## src/rtl/regfile_debug_pkg.sv

```systemverilog
//==============================================================================
// Module : regfile_debug_pkg
// Brief  : Shared types and defaults for the register file debug port.
// Rev    : 1.0 - initial release
//==============================================================================
`default_nettype none

package regfile_debug_pkg;

    localparam int C_NUM_REGS = 32;
    localparam int C_XLEN     = 64;
    localparam int C_ADDR_W   = 5;

    typedef enum logic [1:0] {
        OP_READ  = 2'd0,
        OP_WRITE = 2'd1,
        OP_DUMP  = 2'd2,
        OP_RSVD  = 2'd3
    } op_e;

    typedef logic [2:0] state_t;

    localparam state_t ST_IDLE      = 3'd0;
    localparam state_t ST_ACCESS    = 3'd1;
    localparam state_t ST_RESP      = 3'd2;
    localparam state_t ST_DUMP_SEL  = 3'd3;
    localparam state_t ST_DUMP_RESP = 3'd4;

endpackage

`default_nettype wire

```

## src/rtl/regfile_debug_port.sv

```systemverilog
//==============================================================================
// Module : regfile_debug_port
// Brief  : Command/response agent driving register file ports for debug access.
//          Optional full-file dump enabled by defining REGFILE_DEBUG_DUMP_EN.
// Rev    : 1.0 - initial release
//==============================================================================
`default_nettype none

module regfile_debug_port
    import regfile_debug_pkg::*;
#(
    parameter int NUM_REGS = C_NUM_REGS,
    parameter int XLEN     = C_XLEN,
    parameter int ADDR_W   = C_ADDR_W
) (
    input  logic              clk,
    input  logic              reset,
    input  logic              cmd_valid,
    output logic              cmd_ready,
    input  logic [1:0]        cmd_op,
    input  logic [ADDR_W-1:0] cmd_addr,
    input  logic [XLEN-1:0]   cmd_data,
    output logic              rsp_valid,
    input  logic              rsp_ready,
    output logic [ADDR_W-1:0] rsp_addr,
    output logic [XLEN-1:0]   rsp_data,
    output logic              rsp_err,
    output logic              rsp_last,
    output logic [ADDR_W-1:0] rf_read_select,
    input  logic [XLEN-1:0]   rf_read_data,
    output logic              rf_write_enable,
    output logic [ADDR_W-1:0] rf_write_select,
    output logic [XLEN-1:0]   rf_write_data,
    output logic              busy
);

    localparam logic [ADDR_W:0]   c_num_regs = (ADDR_W+1)'(NUM_REGS);
`ifdef REGFILE_DEBUG_DUMP_EN
    localparam logic [ADDR_W-1:0] c_last_idx = ADDR_W'(NUM_REGS - 1);
`endif

    state_t            r_state;
    op_e               r_op;
    logic [ADDR_W-1:0] r_addr;   // also serves as the dump index
    logic [XLEN-1:0]   r_data;
    logic              r_rsp_valid;
    logic [ADDR_W-1:0] r_rsp_addr;
    logic [XLEN-1:0]   r_rsp_data;
    logic              r_rsp_err;
    logic              r_rsp_last;

    logic              w_err;
    logic              w_read_ok;
    logic              w_idle;

    always_comb begin
        w_err = 1'b0;
        if (r_op == OP_RSVD)
            w_err = 1'b1;
`ifndef REGFILE_DEBUG_DUMP_EN
        if (r_op == OP_DUMP)
            w_err = 1'b1;
`endif
        if ({1'b0, r_addr} >= c_num_regs)
            w_err = 1'b1;
        if ((r_op == OP_WRITE) && (r_addr == '0))
            w_err = 1'b1;
    end

    // Register 0 is hardwired zero, so its read data is never forwarded.
    assign w_read_ok = (r_op == OP_READ) && !w_err && (r_addr != '0);
    assign w_idle    = (r_state == ST_IDLE);

    always_ff @(posedge clk) begin
        if (reset) begin
            r_state     <= ST_IDLE;
            r_op        <= OP_READ;
            r_addr      <= '0;
            r_data      <= '0;
            r_rsp_valid <= 1'b0;
            r_rsp_addr  <= '0;
            r_rsp_data  <= '0;
            r_rsp_err   <= 1'b0;
            r_rsp_last  <= 1'b0;
        end else begin
            case (r_state)
                ST_IDLE: begin
                    if (cmd_valid) begin
                        r_op   <= op_e'(cmd_op);
                        r_addr <= cmd_addr;
                        r_data <= cmd_data;
`ifdef REGFILE_DEBUG_DUMP_EN
                        if (op_e'(cmd_op) == OP_DUMP) begin
                            r_addr  <= '0;
                            r_state <= ST_DUMP_SEL;
                        end else begin
                            r_state <= ST_ACCESS;
                        end
`else
                        r_state <= ST_ACCESS;
`endif
                    end
                end
                ST_ACCESS: begin
                    r_rsp_valid <= 1'b1;
                    r_rsp_addr  <= r_addr;
                    r_rsp_data  <= w_read_ok ? rf_read_data : '0;
                    r_rsp_err   <= w_err;
                    r_rsp_last  <= 1'b1;
                    r_state     <= ST_RESP;
                end
                ST_RESP: begin
                    if (rsp_ready) begin
                        r_rsp_valid <= 1'b0;
                        r_state     <= ST_IDLE;
                    end
                end
`ifdef REGFILE_DEBUG_DUMP_EN
                ST_DUMP_SEL: begin
                    r_rsp_valid <= 1'b1;
                    r_rsp_addr  <= r_addr;
                    r_rsp_data  <= (r_addr == '0) ? '0 : rf_read_data;
                    r_rsp_err   <= 1'b0;
                    r_rsp_last  <= (r_addr == c_last_idx);
                    r_state     <= ST_DUMP_RESP;
                end
                ST_DUMP_RESP: begin
                    if (rsp_ready) begin
                        r_rsp_valid <= 1'b0;
                        if (r_rsp_last) begin
                            r_state <= ST_IDLE;
                        end else begin
                            r_addr  <= r_addr + ADDR_W'(1);
                            r_state <= ST_DUMP_SEL;
                        end
                    end
                end
`endif
                default: r_state <= ST_IDLE;
            endcase
        end
    end

    assign cmd_ready       = w_idle;
    assign busy            = !w_idle;
    assign rsp_valid       = r_rsp_valid;
    assign rsp_addr        = r_rsp_addr;
    assign rsp_data        = r_rsp_data;
    assign rsp_err         = r_rsp_err;
    assign rsp_last        = r_rsp_last;
    assign rf_read_select  = w_idle ? '0 : r_addr;
    assign rf_write_select = r_addr;
    assign rf_write_data   = r_data;
    // Reset gates the strobe directly so a write in flight is dropped that edge.
    assign rf_write_enable = (r_state == ST_ACCESS) && (r_op == OP_WRITE) && !w_err && !reset;

endmodule

`default_nettype wire

```

## config.mk

```make
export PLATFORM = sky130hd
export DESIGN_NAME = regfile_debug_port
export DESIGN_NICKNAME = d
export VERILOG_FILES = /design/src/rtl/regfile_debug_pkg.sv /design/src/rtl/regfile_debug_port.sv
export SDC_FILE = /design/constraint.sdc
export NUM_CORES = 1
export LEC_CHECK = 0
export CAP_MARGIN = 25
export CORE_MARGIN = 1
export CORE_UTILIZATION = 39
export CTS_BUF_LIST = sky130_fd_sc_hd__clkbuf_8
export CTS_CLUSTER_DIAMETER = 150
export DETAILED_ROUTE_END_ITERATION = 16
export PLACE_DENSITY = 0.8
export SLEW_MARGIN = 20
export SYNTH_ARGS = -nofsm -noshare
export SYNTH_HDL_FRONTEND = slang
export SYNTH_SLANG_ARGS = --single-unit
```

## constraint.sdc

```tcl
create_clock -name clk -period 1.92 [get_ports clk]
set_input_delay 0.384 -clock clk [delete_from_list [all_inputs] [get_ports clk]]
set_output_delay 0.384 -clock clk [all_outputs]
set_load 0.02 [all_outputs]
```

## Word-level counts from Yosys, hierarchy flattened

Cells that the tools add are included.

- Equality and inequality tests: 7
- Muxes and demuxes: 10
- Reductions and logical operators: 17

Operators by type and width:

| cell | number |
|---|---|
| 2-to-1 mux 64 bit | 1 |
| case mux 3 bit (3 select lines) | 1 |
| logical AND 1 bit | 6 |
| 2-to-1 mux 3 bit | 2 |
| AND reduction 2 bit | 3 |
| zero test 5 bit | 1 |
| 2-to-1 mux 5 bit | 1 |
| nonzero test 5 bit | 1 |
| == test 2 bit, second input constant | 2 |
| 2-to-1 mux 1 bit | 4 |
| != test 2 bit, second input constant | 2 |
| == test 3 x 1 -> 1 bit, second input constant | 1 |
| == test 3 x 2 -> 1 bit, second input constant | 1 |
| zero test 1 bit | 3 |
| zero test 3 bit | 1 |
| == test 2 x 1 -> 1 bit, second input constant | 1 |
| zero test 2 bit | 1 |
| case mux 1 bit (2 select lines) | 1 |
| nonzero test 2 bit | 1 |

- Register bits after elaboration: 146
- Input port bits: 139
- Output and inout port bits: 149
- Word-level logic and storage cells: 43

## Logic depth before layout (Yosys ltp)

Gate-level depths: netlist (run 1).

- Depth in word-level cells: 8
- Depth in mapped cells: 5
- Mapped depth without buffers: 3

## Worst setup path before layout (run 1)

No wires, ideal clock.

- Path type: reg-to-output
- Start: register r_state[1]
- End: output rf_write_enable
- Data arrival time: 1,564 ps
- Required time: 1,536 ps
- Path slack: -28 ps
- Cell stages (with the launch flop): 5
- Buffers on the path: 1
- Cells stage by stage: dfxtp_1 > nand2b_1 > buf_6 > or4b_2 > a21oi_1

- Cells in the longest elaborated chain, start to end: 4

RTL lines:

| element | line | text |
|---|---|---|
| from (decl) | regfile_debug_port.sv:42 | `state_t r_state;` |
| from (signal assigned) | regfile_debug_port.sv:76 | `r_state <= ST_IDLE;` |
| from (signal assigned) | regfile_debug_port.sv:100 | `r_state <= ST_ACCESS;` |
| from (signal assigned) | regfile_debug_port.sv:110 | `r_state <= ST_RESP;` |
| == test 3 x 1 -> 1 bit | regfile_debug_port.sv:155 | `assign rf_write_enable = (r_state == ST_ACCESS) && (r_op == OP_WRITE) && !w_err && !reset;` |
| logical AND 1 bit (3 in series) | regfile_debug_port.sv:155 |  |
| to (decl) | regfile_debug_port.sv:31 | `output logic rf_write_enable,` |

No other way between the ends.

## Worst setup path in the final report (run 1)

Same ends and word-level chain as after synthesis.

==> results.toml, run 1 <==
[detailed_routing]
first_pass_iters = 4
viasPerCell = 4.894
totalWireLength_mm = 15.88
drt-wirelength-per-cell_um = 16.40
drc = 0
ant_nets = 0
dr.first_iter.drc_count = 320
vias = 4737

[final_layout]
nNetsFinal = 927
area.growth.synth_to_final_pct = 69.50
layout_commonest_cell = "clkdlybuf4s50_1"
insertedDiodeCount = 0
layout-drive-gt1-share_pct = 15.25
mostFrequentLayoutCells = "clkdlybuf4s50_1, nand2_1, dfxtp_1"
fillCellCount = 991

[critical_path]
endpoint_kind = "output pin"
r2r-start = "r_op[1]"
start_kind = "register"
reg2regPathDepth = 5
ff2ff_setup_slack_ps = 200
crit_arrival_ps = 1630
required_ps = 1540
cp_max_fo = 2
crit_type = "register to output pin"
crit-reg2reg-capture = "rsp_data[49]"

[sta]
setup_slack_ps = -95.67
fmax_mhz = 496.1
rsz0062_at_grt = "yes"
tightest_slew_ps = 896.7
hold_slack_ps = 454.3
fin_skew_ps = 9.835
slew_headroom_pct = 40.22
fin_crit_sh_pct = 105.0
hold_viol = 0
finalMaxSlewViolations = 0
min_period_ps = 2016
setup-violations-final = 1

[die]
dieArea_um2 = 12960
start_util_pct = 40.27
die_width_um = 113.8
dieHeight_um = 113.8
pin_count = 288
core_area_um2 = 12110
rows = 40

[placed_design]
gp_congestion = 0.7349
place_hpwl_mm = 11.17
dp_slack_ps = -378.6
io_buffers = 287

[job]
cap_violations = 0

[clock_network]
cts_made_buffers = 17
clkSinkCount = 145
h-tree-depth = 4
root_buffer = "clkbuf_8"
cts_max_path_buffers = 2
clock_latency_ps = 440
cts_tree = "yes"
clk_pin_slew_ps = 70
post_cts_buffers = 0

[worst_hold_path]
hp-start = "rf_write_data[48]"
hold_end = "rf_write_data[48]"
hp-class = "register to register"
min_delay_path_depth = 2

[global_route]
grt_pass1_wl_mm = 23.94
grt_pass1_vias = 4716
grt_max_degree = 84
gr-usage-all-layers_pct = 24.09
antenna_found_initial = 0
overflow = 0

[synth]
yosys_warnings = 0
synth_cell_types = 23
ys_seq_area_share_pct = 59.52
synth_nets = 644
synth_area_um2 = 4877
netlist_instances = 505
avgSynthCellArea_um2 = 9.658
synth_seq_cells = 145

[pwr]
vdd_drop_max_mv = 0.5760
power_density_nw_per_um2 = 792.5
total_leakage_power_uw = 0.003149

[status]
status = "finished, violations left"
violations = "negative setup slack"
[critical path: stages, from the launching register on]
cell	delay (ps)
dfxtp_2	330
nand2b_4	130
or4b_4	480
a21oi_2	130
buf_6	130
[logic make-up after synthesis]
| logic type | share of synthesized area, % |
|---|---|
| AO/OA/AOI/OAI | 21.86 |
| buffers and inverters | 4.259 |
| flip-flops | 59.52 |
| AND/OR/NAND/NOR | 14.37 |
[sequential cells by signal, indices dropped and copies added (netlist names)]
signal           count
r_state              2
rsp_valid            1
rsp_addr             5
rsp_last             1
rsp_err              1
r_op                 2
rf_write_select      5
rf_write_data       64
rsp_data            64
[how the worst max path moves through the flow]
| stage | startpoint | endpoint | slack (ps) | cells past startpoint |
|---|---|---|---|---|
| 6_report | r_state[1] | rf_write_enable | -100 | 4 |
| 5_1_grt | r_state[1] | rf_write_enable | -150 | 4 |
| 4_1_cts | r_state[1] | rf_write_enable | -160 | 4 |
| 3_5_place_dp | reset | rf_write_enable | -380 | 4 |
| 3_3_place_gp | reset | rf_write_enable | -380 | 4 |
| 2_1_floorplan | r_state[1] | rf_write_enable | 80 | 4 |
[timing repair]
item / CTS / global route
gates resized for setup: 34 / 8
endpoints found under the setup margin: 13 / 6
hold buffers: 0 / 0
[synth_stat cells]
library cell | n | share of area [%]
or3b_2 | 2 | 0.36
a2111oi_4 | 1 | 0.56
nand3b_1 | 1 | 0.15
or4b_2 | 1 | 0.21
and2b_2 | 1 | 0.18
nor3b_1 | 1 | 0.15
a21oi_1 | 78 | 8.0
nand2b_1 | 1 | 0.13
inv_1 | 1 | 0.077
a31oi_1 | 1 | 0.13
clkbuf_1 | 28 | 2.2
buf_2 | 4 | 0.41
a22o_1 | 9 | 1.6
a211oi_1 | 1 | 0.15
dfxtp_1 | 145 | 60
o21ai_0 | 1 | 0.10
or2_2 | 1 | 0.13
buf_6 | 7 | 1.6
nor2b_1 | 5 | 0.64
nor2_1 | 8 | 0.62
a22o_2 | 55 | 11
nor3_1 | 1 | 0.10
nand2_1 | 152 | 12
[metal layers]
metal / part of all wire [%] / vias to the layer above / global-route usage (%)
li1: - / 2284 / -
met1: 39 / 2230 / 25.99
met2: 50 / 190 / 41.71
met3: 7.9 / 33 / 9.511
met4: 2.8 / 0 / 10.74
met5: 0 / - / 0
[final cells by class]
cell class | count | area, um2 | share of cell area, %
repair buffers | 303 | 3005 | 36.36
flip-flops and latches | 145 | 2905 | 35.14
multi-input cells | 320 | 1802 | 21.80
clock buffers | 20 | 275.3 | 3.330
well taps | 168 | 210.2 | 2.543
clock inverters | 11 | 65.06 | 0.7870
inverters | 1 | 3.754 | 0.04541
[where the power goes]
| group | internal, uW | leakage (uW) | total (uW) | switching [uW] |
|---|---|---|---|---|
| registers | 3160 | 0.00118 | 3240 | 81.0 |
| logic | 647 | 0.00179 | 1220 | 578 |
| clock network | 973 | 0.000178 | 2090 | 1120 |
| total | 4780 | 0.00315 | 6550 | 1770 |
[per-stage QoR]
| stage | power (uW) | TNS [ps] | instances | cell area (um2) | utilization, % |
|---|---|---|---|---|---|
| 5_1_grt | 6842 | -151.1 | 968 | 8267 | 68.25 |
| 3_3_place_gp | 4504 | -383.1 | 937 | 7938 | 65.54 |
| 3_5_place_dp | 4535 | -676.4 | 937 | 7938 | 65.54 |
| 6_report | 6552 | -95.67 | 968 | 8267 | 68.25 |
| 2_1_floorplan | 3820 | 0 | 505 | 4881 | - |
| 4_1_cts | 6628 | -157.1 | 968 | 8287 | 68.42 |
(Power assumes the default switching activity.)
==> inputs of run 2 (changes only) <==
SKIP_LAST_GASP = 1   (was unset)
==> results of run 2 <==
The final DEF is identical to that of run 1; final timing and power are the same.
==> inputs of run 3 (changes only) <==
CELL_PAD_IN_SITES_DETAIL_PLACEMENT = 0   (was unset)
CELL_PAD_IN_SITES_GLOBAL_PLACEMENT = 2   (was unset)
CORE_UTILIZATION = 21   (was 39)
PLACE_DENSITY = 0.78   (was 0.8)
SETUP_SLACK_MARGIN = 0.2   (was unset)
==> run 3 against run 2 <==
Compared with the run above:
- the flow still finishes with violations (negative setup slack)
- global-route usage decreased by 10 points
- utilization decreased by 28 points
- final cell count increased by 15%
- sequential share of layout area decreased by 3.7 points
- via count increased by 0.91%
- register-to-register slack got worse by 70 ps
- sequential cell count unchanged
- clock skew increased by 11 ps
- critical path type unchanged
- critical endpoint unchanged
- largest cell class unchanged
==> results.toml, run 3 (synthesized netlist as in run 1, its figures left out) <==
[status]
violations = "negative setup slack"
status = "finished, violations left"

[pwr]
vdd_drop_max_mv = 0.4202
pwr-share-comb_pct = 20.2
clockPowerShare_pct = 34.5
switchingPower_uw = 2213
sequentialPowerShare_pct = 45.3
p_sw_share_pct = 30.78
p_int_uw = 4977
power_density_nw_per_um2 = 777.1
total_leakage_power_uw = 0.004210

[die]
start_util_pct = 21.48
dieArea_um2 = 23840
rows = 55
die_width_um = 154.4
core_area_um2 = 22710
dieHeight_um = 154.4
pin_count = 288

[final_layout]
nNetsFinal = 957
layout-drive-gt1-share_pct = 29.72
layout_commonest_cell = "dfxtp_1"
insertedDiodeCount = 0
fin_util_pct = 40.74
mostFrequentLayoutCells = "dfxtp_1, clkdlybuf4s50_1, dlygate4sd2_1"
area.growth.synth_to_final_pct = 89.71
fillCellCount = 2309
layout.cells.non_filler = 1116

[detailed_routing]
totalWireLength_mm = 19.31
dr.first_iter.drc_count = 139
first_pass_iters = 4
ant_nets = 0
drt-wirelength-per-cell_um = 17.30
viasPerCell = 4.283
drc = 0
vias = 4780

[sta]
setup-violations-final = 1
finalMaxSlewViolations = 0
tightest_slew_ps = 869.9
fin_crit_sh_pct = 106.4
hold_viol = 0
slew_headroom_pct = 42.00
rsz0062_at_grt = "yes"
min_period_ps = 2043
setup_slack_ps = -122.9
fin_skew_ps = 20.42
fmax_mhz = 489.5

[global_route]
grt_pass1_wl_mm = 25.72
grt_max_degree = 65
antenna_found_initial = 0
grt_pass1_vias = 4662
gr-usage-all-layers_pct = 14.08
overflow = 0

[placed_design]
io_buffers = 287
place_hpwl_mm = 11.70
gp_congestion = 0.6865
placed_cells_incl_taps = 1060

[critical_path]
endpoint_kind = "output pin"
cp_top_family = "simple AND/OR/NAND/NOR gates"
crit_arrival_ps = 1660
ff2ff_setup_slack_ps = 130
crit_type = "register to output pin"
cp_max_fo = 2
slowest_stage = "or4b_4"
start_kind = "register"
cp.buffers_inverters = 1
max_stage_delay_ps = 490
required_ps = 1540
worstPathCellList = "nand2b_4 > or4b_4 > a21oi_4 > buf_6"

[worst_hold_path]
hp-class = "input pin to register"

[clock_network]
clock_latency_ps = 460
cts_made_buffers = 17
h-tree-depth = 4
clkSinkCount = 145
clk_pin_slew_ps = 100
ctsHoldBuffers = 0
cts_max_path_buffers = 2
root_buffer = "clkbuf_8"
cts_tree = "yes"

[job]
cap_violations = 0
[run 3: cell count changes in the layout (fill, tap and decap cells not counted), sizes merged]
cell and delta:
or3b +1, inv +4, buf +22, bufinv +1, dlygate4sd2 +131, clkinvlp -1
clkdlybuf4s15 +2, clkdlybuf4s50 -136, clkbuf +7
[run 3: worst reg2reg max path: stages, from the launching register on]
cell and delay [ps]:
dfxtp_2 320, buf_4 120, buf_6 110, buf_6 110
buf_8 120, or3b_4 500, clkbuf_16 220, nand2_1 70
a21oi_1 70
[run 3: cell type report]
class / instances / area, um2 / area share (%)
timing repair buffer: 332 / 3333 / 36.02
inverter: 1 / 3.754 / 0.04057
tap: 285 / 356.6 / 3.854
clock inverter: 15 / 171.4 / 1.853
clock buffer: 17 / 234.0 / 2.529
multi-input combinational: 321 / 2246 / 24.27
sequential: 145 / 2908 / 31.43
[run 3: power by group through the flow]
stage | Combinational (uW) | Clock [uW] | Sequential, uW
after floorplan | 342 | 0 | 3480
after global placement | 1280 | 0 | 3300
after detailed placement | 1280 | 0 | 3300
after CTS | 1210 | 2580 | 3230
after global routing | 1550 | 2710 | 3280
final | 1460 | 2480 | 3250
[run 3: layer usage]
metal	up-vias	routed length [um]	GRT usage, %
met2	197	9001	22.60
li1	2360	-	-
met3	10	1720	6.865
met5	-	0	0
met4	0	132	3.678
met1	2213	8454	16.72
[run 3: what timing repair did]
item | CTS | global route
resized for setup | 193 | 156
gates cloned | 0 | 14
hold endpoints to repair | 0 | 0
pin swaps | 1 | 45
endpoints found under the setup margin | 149 | 143
buffers inserted | 6 | 4
[run 3: final timing paths]
kind / cells past startpoint / startpoint / endpoint
hold / removal: 3 / reset / rf_write_data[24]
setup / recovery: 4 / r_state[1] / rf_write_enable
setup reg to reg: 8 / r_state[1] / rf_write_data[14]
hold reg to reg: 2 / rf_write_data[54] / rf_write_data[54]
[run 3: through the flow]
stage / cell area, um2 / TNS, ps / hold slack (ps) / setup slack [ps] / power, uW
2_1_floorplan: 4892 / 0 / 452.6 / 183.6 / 3822
3_3_place_gp: 8143 / -945.2 / 440.7 / -231.6 / 4576
3_5_place_dp: 8143 / -2432 / 447.1 / -240.6 / 4579
4_1_cts: 8432 / -194.5 / 397.8 / -160.7 / 7011
5_1_grt: 9253 / -378.5 / 410.6 / -200.4 / 7537
6_report: 9253 / -122.9 / 417.6 / -122.9 / 7190
==> patch (config.mk and constraints of run 3) <==
Register the output `rsp_err` once more, with the module's reset; this adds one clock of latency there. The other outputs are not delayed to match.
--- a/src/rtl/regfile_debug_port.sv
+++ b/src/rtl/regfile_debug_port.sv
@@ -147,5 +147,11 @@
     assign rsp_addr        = r_rsp_addr;
     assign rsp_data        = r_rsp_data;
-    assign rsp_err         = r_rsp_err;
+    always_ff @(posedge clk) begin
+        if (reset) begin
+            rsp_err <= '0;
+        end else begin
+            rsp_err <= r_rsp_err;
+        end
+    end
     assign rsp_last        = r_rsp_last;
     assign rf_read_select  = w_idle ? '0 : r_addr;
Function: changed (Yosys sat finds a counterexample within 4 cycles, from zero or initial values and one cycle with reset high).
==> patch against run 3 <==
The flow still finishes with violations (setup timing); routed wire length increased by 3.1%; power increased by 1.8%; sequential cell count increased by 1; design area increased by 3.9%; setup slack got worse by 0.044 ns; area after synthesis increased by 0.54%; synthesized cell count increased by 0.40%; count of clock-buffer cells in the layout unchanged; non-clock buffer count increased by 8; critical path type unchanged; largest cell class unchanged.
==> patch: results (changes against run 3) <==
Global route
  – Number of global-route vias before repair: 4,384 (was 4,662)
  – Largest net degree at the start of global routing: 75 (was 65)
  – First-pass GRT wire length: 25.4 mm (was 25.7 mm)

Critical path
  – Worst reg2reg path depth: 10 (was 8)
  – Crit path DAT: 1.70 ns (was 1.66 ns)

Power and ir drop
  – Leak: 4.45 nW (was 4.21 nW)
  – Worst IR drop on VDD: 383 uV (was 420 uV)

Cells and area
  – Share of layout cells above drive strength 1: 26.5% (was 29.7%)
  – # nets final: 966 (was 957)

Outcome
  – Status: complete, but fails checks (unchanged)
  – Failing checks: setup timing (unchanged)

Synthesis
  – Synthesized Nets: 646 (was 644)
  – Area contributors post-synth: dfxtp_1 60%, nand2_1 12%, a22o_2 11% (unchanged)
  – Unique masters post-synth: 24 (was 23)
  – Sequential fraction of the synthesis area: 59.6% (was 59.5%)
  – Synth cell count leaders: 152 x nand2_1, 146 x dfxtp_1, 78 x a21oi_1 (was 152 x nand2_1, 145 x dfxtp_1, 78 x a21oi_1)

Detailed routing
  – DR iter-0 viols: 208 (was 139)
  – Wire per inst: 17.3 um (about the same)
  – Vias: 4,845 (was 4,780)

STA
  – Slew @ Worst Pin: 1.04 ns (was 0.870 ns)
  – Final setup viols: 14 (was 1)
  – Hold Violations, Final: 0 (unchanged)
  – Setup slack after layout: -0.167 ns (was -0.123 ns)

Clock network
  – Clock Latency Late Sink: 0.46 ns (about the same)
  – Largest buffer count on any clock path: 2 (unchanged)

Placement
  – Final Wtd Congestion: 0.677 (was 0.687)
  – DP Worst Slack: -0.248 ns (was -0.241 ns)
  – HPWL Detailed: 11.3 mm (was 11.7 mm)
  – Cell Area, Placed: 0.00817 mm2 (was 0.00814 mm2)
patch: cell count changes in the layout (fill, tap and decap cells not counted), moves of 3 or more:
cell / change
nand2_1: +23
nand2_4: -3
a22o_4: +32
a21oi_1: +4
nand2_2: -20
a22o_2: -32
clkbuf_16: +3
a21oi_2: -4
patch: final cells by class:
class                           count  area [um2]
Fill cell                        2274       13200
Timing Repair Buffer              340        3500
Sequential cell                   146        2930
Multi-Input combinational cell    321        2390
Tap cell                          313         392
Clock buffer                       17         234
Clock inverter                     15         170
Inverter                            1        3.75
patch: cell families after synthesis:
kind of cell	Yosys count	share of synthesized area (%)
AND/OR/NAND/NOR	175	14.4
flip-flops	146	59.6
AO/OA/AOI/OAI	146	21.7
buffers and inverters	40	4.24
patch: worst paths after layout:
path / start / to / slack [ns]
worst min-delay path: reset / rf_write_select[2] / 0.31
worst min register to register: rf_write_data[42] / rf_write_data[42] / 0.45
worst max-delay path: r_state[1] / rf_write_enable / -0.17
worst max register to register: r_state[1] / rf_write_data[33] / -0.03
patch: timing repair:
| action | in CTS | in global routing |
|---|---|---|
| pin swaps | 1 | 44 |
| hold buffers | 0 | 0 |
| setup endpoints to repair | 149 | 144 |
| buffers inserted | 2 | 12 |
| gates resized for setup | 189 | 152 |
| gates cloned | 0 | 21 |
patch: critical path, stage by stage, from the launching register on:
cell      delay (ns)
dfxtp_2         0.33
nand2b_1        0.15
or4b_4          0.50
a21oi_4         0.14
buf_6           0.14
patch: metrics by stage:
step	setup TNS, ns	instances
final	-0.365	1153
after global routing	-3.51	1153
after CTS	-0.220	1120
after detailed placement	-0.415	1086
after global placement	-0.242	1086
after floorplan	0	507
patch: power breakdown:
part | leakage [nW] | internal (mW) | switching (mW)
Sequential | 1.19 | 3.18 | 0.0970
Clock | 0.191 | 1.09 | 1.42
Combinational | 3.07 | 0.797 | 0.741
patch: metal layers:
layer  share of wire, %  vias to the layer above  GRT usage (%)  routed length (um)
li1                   -                     2385              -                   -
met1                 41                     2244           16.2                8180
met2                 50                      198           22.5                9890
met3                7.8                       18           5.80                1550
met4                1.5                        0           5.14                 303
met5                  0                        -              0                   0
